===== src/rtl/xor_check_sequencer.sv =====
// Stimulus/check sequencer for the XOR-concat compare datapath: issues LFSR vectors,
// registers the datapath flags one stage, and tallies results. Option: XORCHK_STOP_ON_ERR_EN.
module xor_check_sequencer #(
  parameter int          NUM_VECTORS = 1024,
  parameter int          CNT_W       = 16,
  parameter logic [63:0] SEED        = 64'h0123_4567_89AB_CDEF
) (
  input  logic             clk,
  input  logic             reset_l,
  input  logic             start,
  input  logic             seed_load,
  input  logic [63:0]      seed,
  output logic [63:0]      x_out,
  output logic             x_valid,
  input  logic             badness_in,
  input  logic             goodness_in,
  output logic             busy,
  output logic             done,
  output logic [CNT_W-1:0] vec_count,
  output logic [CNT_W-1:0] err_count,
  output logic [63:0]      first_err_x,
  output logic             first_err_v
);

  localparam logic [63:0]      TAPS     = 64'hD800_0000_0000_0000;
  localparam int               ISS_W    = (NUM_VECTORS > 1) ? $clog2(NUM_VECTORS) : 1;
  localparam logic [ISS_W-1:0] LAST_IDX = ISS_W'(NUM_VECTORS - 1);
  localparam logic [CNT_W-1:0] CNT_MAX  = '1;

  if (NUM_VECTORS < 1) begin : g_bad_num_vectors
    $error("xor_check_sequencer: NUM_VECTORS must be >= 1");
  end
  if (SEED == 64'd0) begin : g_bad_seed
    $error("xor_check_sequencer: SEED must be non-zero");
  end

  typedef enum logic [1:0] {
    S_IDLE  = 2'd0,
    S_RUN   = 2'd1,
    S_DRAIN = 2'd2,
    S_DONE  = 2'd3
  } state_t;

  state_t             state_q, state_d;
  logic [63:0]        lfsr_q, lfsr_d;
  logic [ISS_W-1:0]   iss_cnt_q, iss_cnt_d;
  logic               x_valid_q, x_valid_d;
  logic               busy_q, busy_d;
  logic               done_q, done_d;
  logic [63:0]        chk_x_q, chk_x_d;
  logic               chk_bad_q, chk_bad_d;
  logic               chk_good_q, chk_good_d;
  logic               chk_v_q, chk_v_d;
  logic [CNT_W-1:0]   vec_count_q, vec_count_d;
  logic [CNT_W-1:0]   err_count_q, err_count_d;
  logic [63:0]        first_err_x_q, first_err_x_d;
  logic               first_err_v_q, first_err_v_d;

  logic [63:0]        lfsr_adv;
  logic               chk_fail;

  // Galois right-shift step: bit 0 feeds back into the tap positions.
  for (genvar gi = 0; gi < 64; gi++) begin : g_lfsr
    if (gi == 63) begin : g_top
      assign lfsr_adv[gi] = TAPS[gi] & lfsr_q[0];
    end else begin : g_mid
      assign lfsr_adv[gi] = lfsr_q[gi+1] ^ (TAPS[gi] & lfsr_q[0]);
    end
  end

  assign chk_fail = chk_v_q & (chk_bad_q | chk_good_q);

  always_comb begin
    state_d       = state_q;
    lfsr_d        = lfsr_q;
    iss_cnt_d     = iss_cnt_q;
    vec_count_d   = vec_count_q;
    err_count_d   = err_count_q;
    first_err_x_d = first_err_x_q;
    first_err_v_d = first_err_v_q;

    // Check stage: retire the vector registered on the previous edge.
    if (chk_v_q) begin
      if (vec_count_q != CNT_MAX) vec_count_d = vec_count_q + 1'b1;
      if (chk_bad_q | chk_good_q) begin
        if (err_count_q != CNT_MAX) err_count_d = err_count_q + 1'b1;
        if (!first_err_v_q) begin
          first_err_x_d = chk_x_q;
          first_err_v_d = 1'b1;
        end
      end
    end

    case (state_q)
      S_IDLE, S_DONE: begin
        if (start) begin
          state_d       = S_RUN;
          iss_cnt_d     = '0;
          vec_count_d   = '0;
          err_count_d   = '0;
          first_err_v_d = 1'b0;
        end else if (seed_load) begin
          lfsr_d = (seed == 64'd0) ? SEED : seed;
        end
      end
      S_RUN: begin
        lfsr_d    = lfsr_adv;
        iss_cnt_d = iss_cnt_q + 1'b1;
        if (iss_cnt_q == LAST_IDX) state_d = S_DRAIN;
`ifdef XORCHK_STOP_ON_ERR_EN
        // The vector currently on x_out is still registered; nothing after it is issued.
        if (chk_fail) state_d = S_DRAIN;
`endif
      end
      S_DRAIN: state_d = S_DONE;
      default: state_d = S_IDLE;
    endcase

    chk_v_d    = x_valid_q;
    chk_x_d    = lfsr_q;
    chk_bad_d  = badness_in;
    chk_good_d = goodness_in;

    x_valid_d = (state_d == S_RUN);
    busy_d    = (state_d == S_RUN) || (state_d == S_DRAIN);
    done_d    = (state_d == S_DONE);
  end

  always_ff @(posedge clk or negedge reset_l) begin
    if (!reset_l) begin
      state_q       <= S_IDLE;
      lfsr_q        <= SEED;
      iss_cnt_q     <= '0;
      x_valid_q     <= 1'b0;
      busy_q        <= 1'b0;
      done_q        <= 1'b0;
      chk_x_q       <= '0;
      chk_bad_q     <= 1'b0;
      chk_good_q    <= 1'b0;
      chk_v_q       <= 1'b0;
      vec_count_q   <= '0;
      err_count_q   <= '0;
      first_err_x_q <= '0;
      first_err_v_q <= 1'b0;
    end else begin
      state_q       <= state_d;
      lfsr_q        <= lfsr_d;
      iss_cnt_q     <= iss_cnt_d;
      x_valid_q     <= x_valid_d;
      busy_q        <= busy_d;
      done_q        <= done_d;
      chk_x_q       <= chk_x_d;
      chk_bad_q     <= chk_bad_d;
      chk_good_q    <= chk_good_d;
      chk_v_q       <= chk_v_d;
      vec_count_q   <= vec_count_d;
      err_count_q   <= err_count_d;
      first_err_x_q <= first_err_x_d;
      first_err_v_q <= first_err_v_d;
    end
  end

  assign x_out       = lfsr_q;
  assign x_valid     = x_valid_q;
  assign busy        = busy_q;
  assign done        = done_q;
  assign vec_count   = vec_count_q;
  assign err_count   = err_count_q;
  assign first_err_x = first_err_x_q;
  assign first_err_v = first_err_v_q;

  a_lfsr_nonzero: assert property (@(posedge clk) disable iff (!reset_l) lfsr_q != 64'd0);
  a_busy_done_excl: assert property (@(posedge clk) disable iff (!reset_l) !(busy_q && done_q));

endmodule

===== config.mk =====
export PLATFORM = sky130hd
export DESIGN_NAME = xor_check_sequencer
export DESIGN_NICKNAME = d
export VERILOG_FILES = /design/src/rtl/xor_check_sequencer.sv
export SDC_FILE = /design/constraint.sdc
export NUM_CORES = 1
export LEC_CHECK = 0
export CORE_MARGIN = 2
export CORE_UTILIZATION = 50
export CTS_CLUSTER_DIAMETER = 150
export DETAILED_ROUTE_END_ITERATION = 7
export GPL_TIMING_DRIVEN = 0
export PLACE_DENSITY = 0.87
export SETUP_SLACK_MARGIN = 0.15
export SKIP_LAST_GASP = 1
export SLEW_MARGIN = 20
export SYNTH_ARGS = -nofsm -noshare
export SYNTH_HDL_FRONTEND = slang
export SYNTH_SLANG_ARGS = --single-unit

===== constraint.sdc =====
create_clock -name clk -period 2.6 [get_ports clk]
set_input_delay 0.39 -clock clk [delete_from_list [all_inputs] [get_ports clk]]
set_output_delay 0.39 -clock clk [all_outputs]
set_load 0.05 [all_outputs]

# Word-level counts from Yosys, hierarchy flattened
# Index checks and enable logic that the tools add are counted.
[classes] n_bitwise=5 n_reduce_logical=8 n_mux=22 n_eq_ne=12 n_addsub=3
[ops] op="$mux 64" count=3
[ops] op="$mux 16" count=9
[ops] op="$pmux 64 s2" count=1
[ops] op="$logic_not 64->1" count=1
[ops] op="$add 16x1->16 const B" count=2
[ops] op="$ne 16x16->1 const B" count=2
[ops] op="$pmux 10 s2" count=1
[ops] op="$add 10x1->10 const B" count=1
[ops] op="$eq 10x10->1 const B" count=1
[ops] op="$mux 10" count=1
[ops] op="$eq 2x2->1 const B" count=4
[ops] op="$ne 2x2->1 const B" count=3
[ops] op="$pmux 2 s3" count=1
[ops] op="$reduce_and 3->1" count=2
[ops] op="$eq 2x1->1 const B" count=2
[ops] op="$mux 1" count=4
[ops] op="$mux 2" count=2
[ops] op="$xor 1x1->1" count=3
[ops] op="$logic_not 2->1" count=1
[ops] op="$reduce_and 2->1" count=1
[ops] op="$reduce_bool 2->1" count=1
[ops] op="$reduce_or 2->1" count=1
[ops] op="$logic_or 1x1->1" count=1
[ops] op="$not 1->1" count=1
[ops] op="$or 1x1->1" count=1
[word_totals] inputBits=70 regBits=243 output_inout_bits=164 elab_cells=64

# Depth between registers and ports, before layout
[depth] depth_word=6 depth_mapped=9 ltp_nobuf=7

# Worst setup path after synthesis
# OpenSTA, ideal clock, no wires.
[synth_timing] path_kind="register to register" startpoint="register vec_count_q[0], in the netlist vec_count[0]" endpoint="register vec_count_q[4], in the netlist vec_count[4]" arrival_time_ns=2.185 path_stages_with_launch=6 path_slack_ns=0.315 synth_period_minus_slack_ns=2.285 setup_time_ns=0.101 required_time_ns=2.499 cell_sequence="dfrtp_1 -> ha_1 -> nand4_2 -> o41ai_2 -> nor2_1 -> nor4_1"
[synth_via] elab_chain_cells=5 word_cells_on_any_way=6 cone_classes="add/sub: 1; eq/ne: 1; mux: 4"
[synth_rtl] item="start, declared" line_no="54" source="logic [CNT_W-1:0] vec_count_q, vec_count_d;"
[synth_rtl] item="start signal, assigned" line_no="156" source="vec_count_q <= vec_count_d;"
[synth_rtl] item="$add 16x1->16 or $ne 16x16->1 (tied branches)" line_no="84" source="if (vec_count_q != CNT_MAX) vec_count_d = vec_count_q + 1'b1;"
[synth_rtl] item="$mux 16 (*)" line_no="84"
[synth_rtl] item="$mux 16 (*)" line_no="83" source="if (chk_v_q) begin"
[synth_rtl] item="$mux 16" line_no="96" source="if (start) begin"
[synth_rtl] item="$mux 16 (*)" line_no="94" source="case (state_q)"
[synth_rtl] item="named net vec_count_d[4]" line_no="54"
# The timed path passes the listed nets; every way through them passes the cells marked *.
# A chain may end at the register's enable or synchronous reset.

# Worst setup path in the final report
[layout_timing] startpoint="input port seed[46]" endpoint="register lfsr_q[46], in the netlist x_out[46]"
[layout_via] elab_chain_cells=5
[layout_rtl] item="start, declared" line_no="12" source="input logic [63:0] seed,"
[layout_rtl] item="$logic_not 64->1" line_no="103" source="lfsr_d = (seed == 64'd0) ? SEED : seed;"
[layout_rtl] item="$mux 64 (*)" line_no="103"
[layout_rtl] item="$mux 64 (*)" line_no="102" source="end else if (seed_load) begin"
[layout_rtl] item="$mux 64 (*)" line_no="96"
[layout_rtl] item="$pmux 64 s2 (*)" line_no="94"
[layout_rtl] item="end signal, assigned" line_no="147" source="lfsr_q <= lfsr_d;"
[layout_rtl] item="end, declared" line_no="45" source="logic [63:0] lfsr_q, lfsr_d;"
# Mark *: on every way between the ends. The rest lies on a longest branch, timed or not. The select of a mux whose other input is x is not followed.

==> flow_metrics.py <==
metrics = {
    "worst_setup_path": {
        "crit_family": "simple AND/OR/NAND/NOR gates",
        "rrSetupSlack_ns": 0.26,
        "path_buf_inv": 3,
        "cp_slowest_cell": "nor4_1",
        "slowest_delay_ns": 0.60,
        "cp-start-kind": "primary input",
        "path_max_fanout": 10,
        "critPathKind": "in -> reg",
        "cp_num_cells": 7,
        "required_ns": 3.04,
        "crit_path_end_kind": "flip-flop",
        "crit_arrival_ns": 2.81,
        "r2r_cells": 7,
        "cp_cell_sequence": "clkdlybuf4s50_1 > nor4_1 > nand4_1 > or4_1 > clkbuf_1 > buf_2 > a31oi_1",
    },
    "layout": {
        "n_antenna_cell": 0,
        "fin_util": 0.697,
        "layout-drive-gt1-share": 0.167,
        "finalNonFillerCells": 1379,
        "fin_nets": 1171,
        "area_delta_synth_final_pct": 35.9,
    },
    "synth": {
        "synth_top_cell_area_share": 0.525,
        "synth_enable_flop_cells": 0,
        "syn_area_per_cell_um2": 12.1,
        "synth_warnings": 0,
        "ys.flop_type": "dfrtp_1",
        "synthDistinctLibCells": 51,
        "synth_nets": 905,
        "ys_seq_area_frac": 0.609,
        "syn_area_um2": 10100,
        "synth_area_leaders": "dfrtp_1, dfstp_2, mux2_2, mux2i_1, nor2_1",
        "yosysTopAreaCell": "dfrtp_1",
        "ys_ff_latch": 243,
        "async_flop_share": 1.00,
        "syn_inst": 828,
    },
    "detailed_routing": {
        "drt_iter0_markers": 531,
        "wl_per_cell_um": 20.4,
        "via_count": 7946,
        "drt-pass1-iter-count": 5,
        "avgViaCountPerCell": 5.76,
        "drc_errors": 0,
        "antenna_left": 0,
        "drt-total-wl_um": 28200,
    },
    "grt": {
        "grt-busiest-layer": "met2",
        "antenna_found_initial": 0,
        "grt_max_degree": 93,
        "use_met1": 0.331,
        "grt_pass1_vias": 7865,
        "use_met3": 0.0737,
        "grt_pass1_wl_um": 44400,
        "gr-total-overflow": 0,
        "use_met2": 0.436,
        "track_usage": 0.260,
    },
    "timing": {
        "holdWs_ns": 0.328,
        "fmax_mhz": 421,
        "fin_setup_tns_ns": 0,
        "slew_headroom": 0.404,
        "setup_viol": 0,
        "slew_viol_final": 0,
        "worst_slew_pin_slew_ns": 0.884,
        "min_period_over_period": 0.914,
        "fin_skew_ns": 0.0193,
        "finalCriticalPeriod_ns": 2.38,
        "rsz0062_at_grt": "true",
        "hold_viol": 0,
    },
    "power_and_ir_drop": {
        "power.leakage_nw": 6.33,
        "irDropWorstVdd_v": 0.000564,
        "pwr-share-clk": 0.379,
        "p_comb_frac": 0.162,
        "p_seq_frac": 0.459,
        "p_switching_mw": 2.77,
        "switching_share": 0.292,
        "power_mw": 9.47,
        "powerDensity_nw_per_um2": 693,
        "power.internal_mw": 6.71,
    },
    "floorplanning": {
        "coreArea_um2": 19600,
        "fp.dieW_um": 146,
        "chipHeight_um": 146,
        "ioPinCount": 234,
        "design.die.area_um2": 21300,
        "initial_core_util": 0.513,
        "rows": 51,
    },
    "hold_path": {
        "min_path_type": "in -> reg",
        "hold_depth": 1,
    },
    "placement": {
        "hpwl_um": 19800,
        "portBuffers": 233,
        "gp_congestion": 0.877,
        "dp_cells": 1328,
    },
    "run": {
        "drv_cap": 0,
    },
    "status": {
        "status": "finished clean",
    },
    "cts": {
        "clk_pin_slew_ns": 0.06,
        "h-tree-depth": 1,
        "cts_made_buffers": 26,
        "ctsRootBufferMaster": "clkbuf_16",
        "worstSkewPairLatency_ns": 0.53,
        "tritoncts": "done",
        "cts.path.max_buffers": 3,
        "cts_sinks": 243,
    },
}
## worst register-to-register path, cell delays in order, from the launching register on
cell      delay, ns
dfrtp_1        0.42
inv_1          0.09
ha_1           0.14
buf_2          0.27
clkbuf_1       0.41
clkbuf_1       0.55
nor2_1         0.19
a31oi_1        0.21
## metrics by stage
| step | cell area, um^2 | worst slack [ns] |
|---|---|---|
| 3_5_place_dp | 12800 | -0.328 |
| 6_report | 13700 | 0.223 |
| 4_1_cts | 13600 | 0.157 |
| 2_1_floorplan | 10100 | 0.315 |
| 3_3_place_gp | 12700 | -8.81 |
| 5_1_grt | 13700 | 0.0864 |
## synth_stat cells, types with 2 or more instances
library cell,instances
nor2_1,85
a31oi_1,36
nor2b_1,3
o31ai_1,6
nand3_1,16
inv_1,9
xnor2_1,7
dfstp_2,32
nor3_1,11
mux2_2,67
and3_1,2
a22o_1,3
buf_2,15
nand2_1,27
a41o_1,2
a211oi_1,7
nand2b_1,34
clkbuf_1,26
dfrtp_1,211
and4_1,2
buf_1,5
nand4_1,12
nor4_1,28
a41oi_1,3
o21a_1,4
ha_1,7
nand3b_1,2
a21oi_1,47
mux2i_1,65
o21ai_0,14
or4_1,9
o211ai_1,4
or3_1,9
## sequential cells by signal (all words and copies together) (netlist names), 2 cells and up
name         cells
x_out           64
first_err_x     64
vec_count       16
iss_cnt_q       10
chk_x_q         64
state_q          2
err_count       16
## final timing paths
check | startpoint | to
worst max-delay path | seed[46] | x_out[46]$_DFFE_PN1P_
worst min-delay path | badness_in | chk_bad_q$_DFF_PN0_
worst max register to register | state_q[1]$_DFF_PN0_ | x_out[10]$_DFFE_PN1P_
worst min register to register | x_out[33]$_DFFE_PN1P_ | chk_x_q[33]$_DFF_PN0_
max in group asynchronous | reset_l | x_out[56]$_DFFE_PN1P_
min in group asynchronous | reset_l | vec_count[12]$_DFF_PN0_
## final cells by class
cell class	instances	area, um^2
buffer	48	235
clock buffer	37	742
clock inverter	11	91.3
fill	1358	5930
inverter	9	33.8
multi-input combinational	528	3690
sequential	243	6120
tap	265	332
timing repair buffer	238	2420
## repair_timing
item	4_1_cts	5_1_grt
hold endpoints to repair	56	0
resized for setup	7	13
cloned	0	0
setup endpoints to repair	60	87
setup buffers	0	2
hold buffers	1	0
## metal layers
layer,up-vias,routed length [um]
li1,3527,-
met5,-,0
met2,372,14000
met1,3993,10600
met4,0,737
met3,54,2800
## power by group through the flow
stage                     Clock, mW  Combinational (mW)  Sequential (mW)
final                          3.59                1.54             4.35
after global routing           3.80                1.62             4.38
after CTS                      3.65                1.54             4.34
after detailed placement          0                1.53             4.40
after global placement            0                1.49             4.38
after floorplan                   0               0.316             4.91
## kinds of logic (layout without fill, tap and decap cells)
logic type	count (synthesis)	after routing	share of synthesized area
buffers and inverters	57	343	0.0249
AO/OA/AOI/OAI	135	135	0.0841
AND/OR/NAND/NOR	246	246	0.127
multiplexers	132	132	0.140
flip-flops	243	243	0.609
XOR/XNOR	8	8	0.00697
adder cells (fa/ha/maj)	7	7	0.00871
## layout by cell type, fill, tap and decap left out, drive strengths merged, types with 22 or more instances in the layout
master,synthesis,routed
clkdlybuf4s50,0,232
dfrtp,211,211
nor2,85,85
clkbuf,27,68
mux2,67,67
mux2i,65,65
a21oi,47,47
a31oi,36,36
nand2b,34,34
dfstp,32,32
nor4,28,28
nand2,27,27
buf,21,22
(Power assumes the default switching activity.)
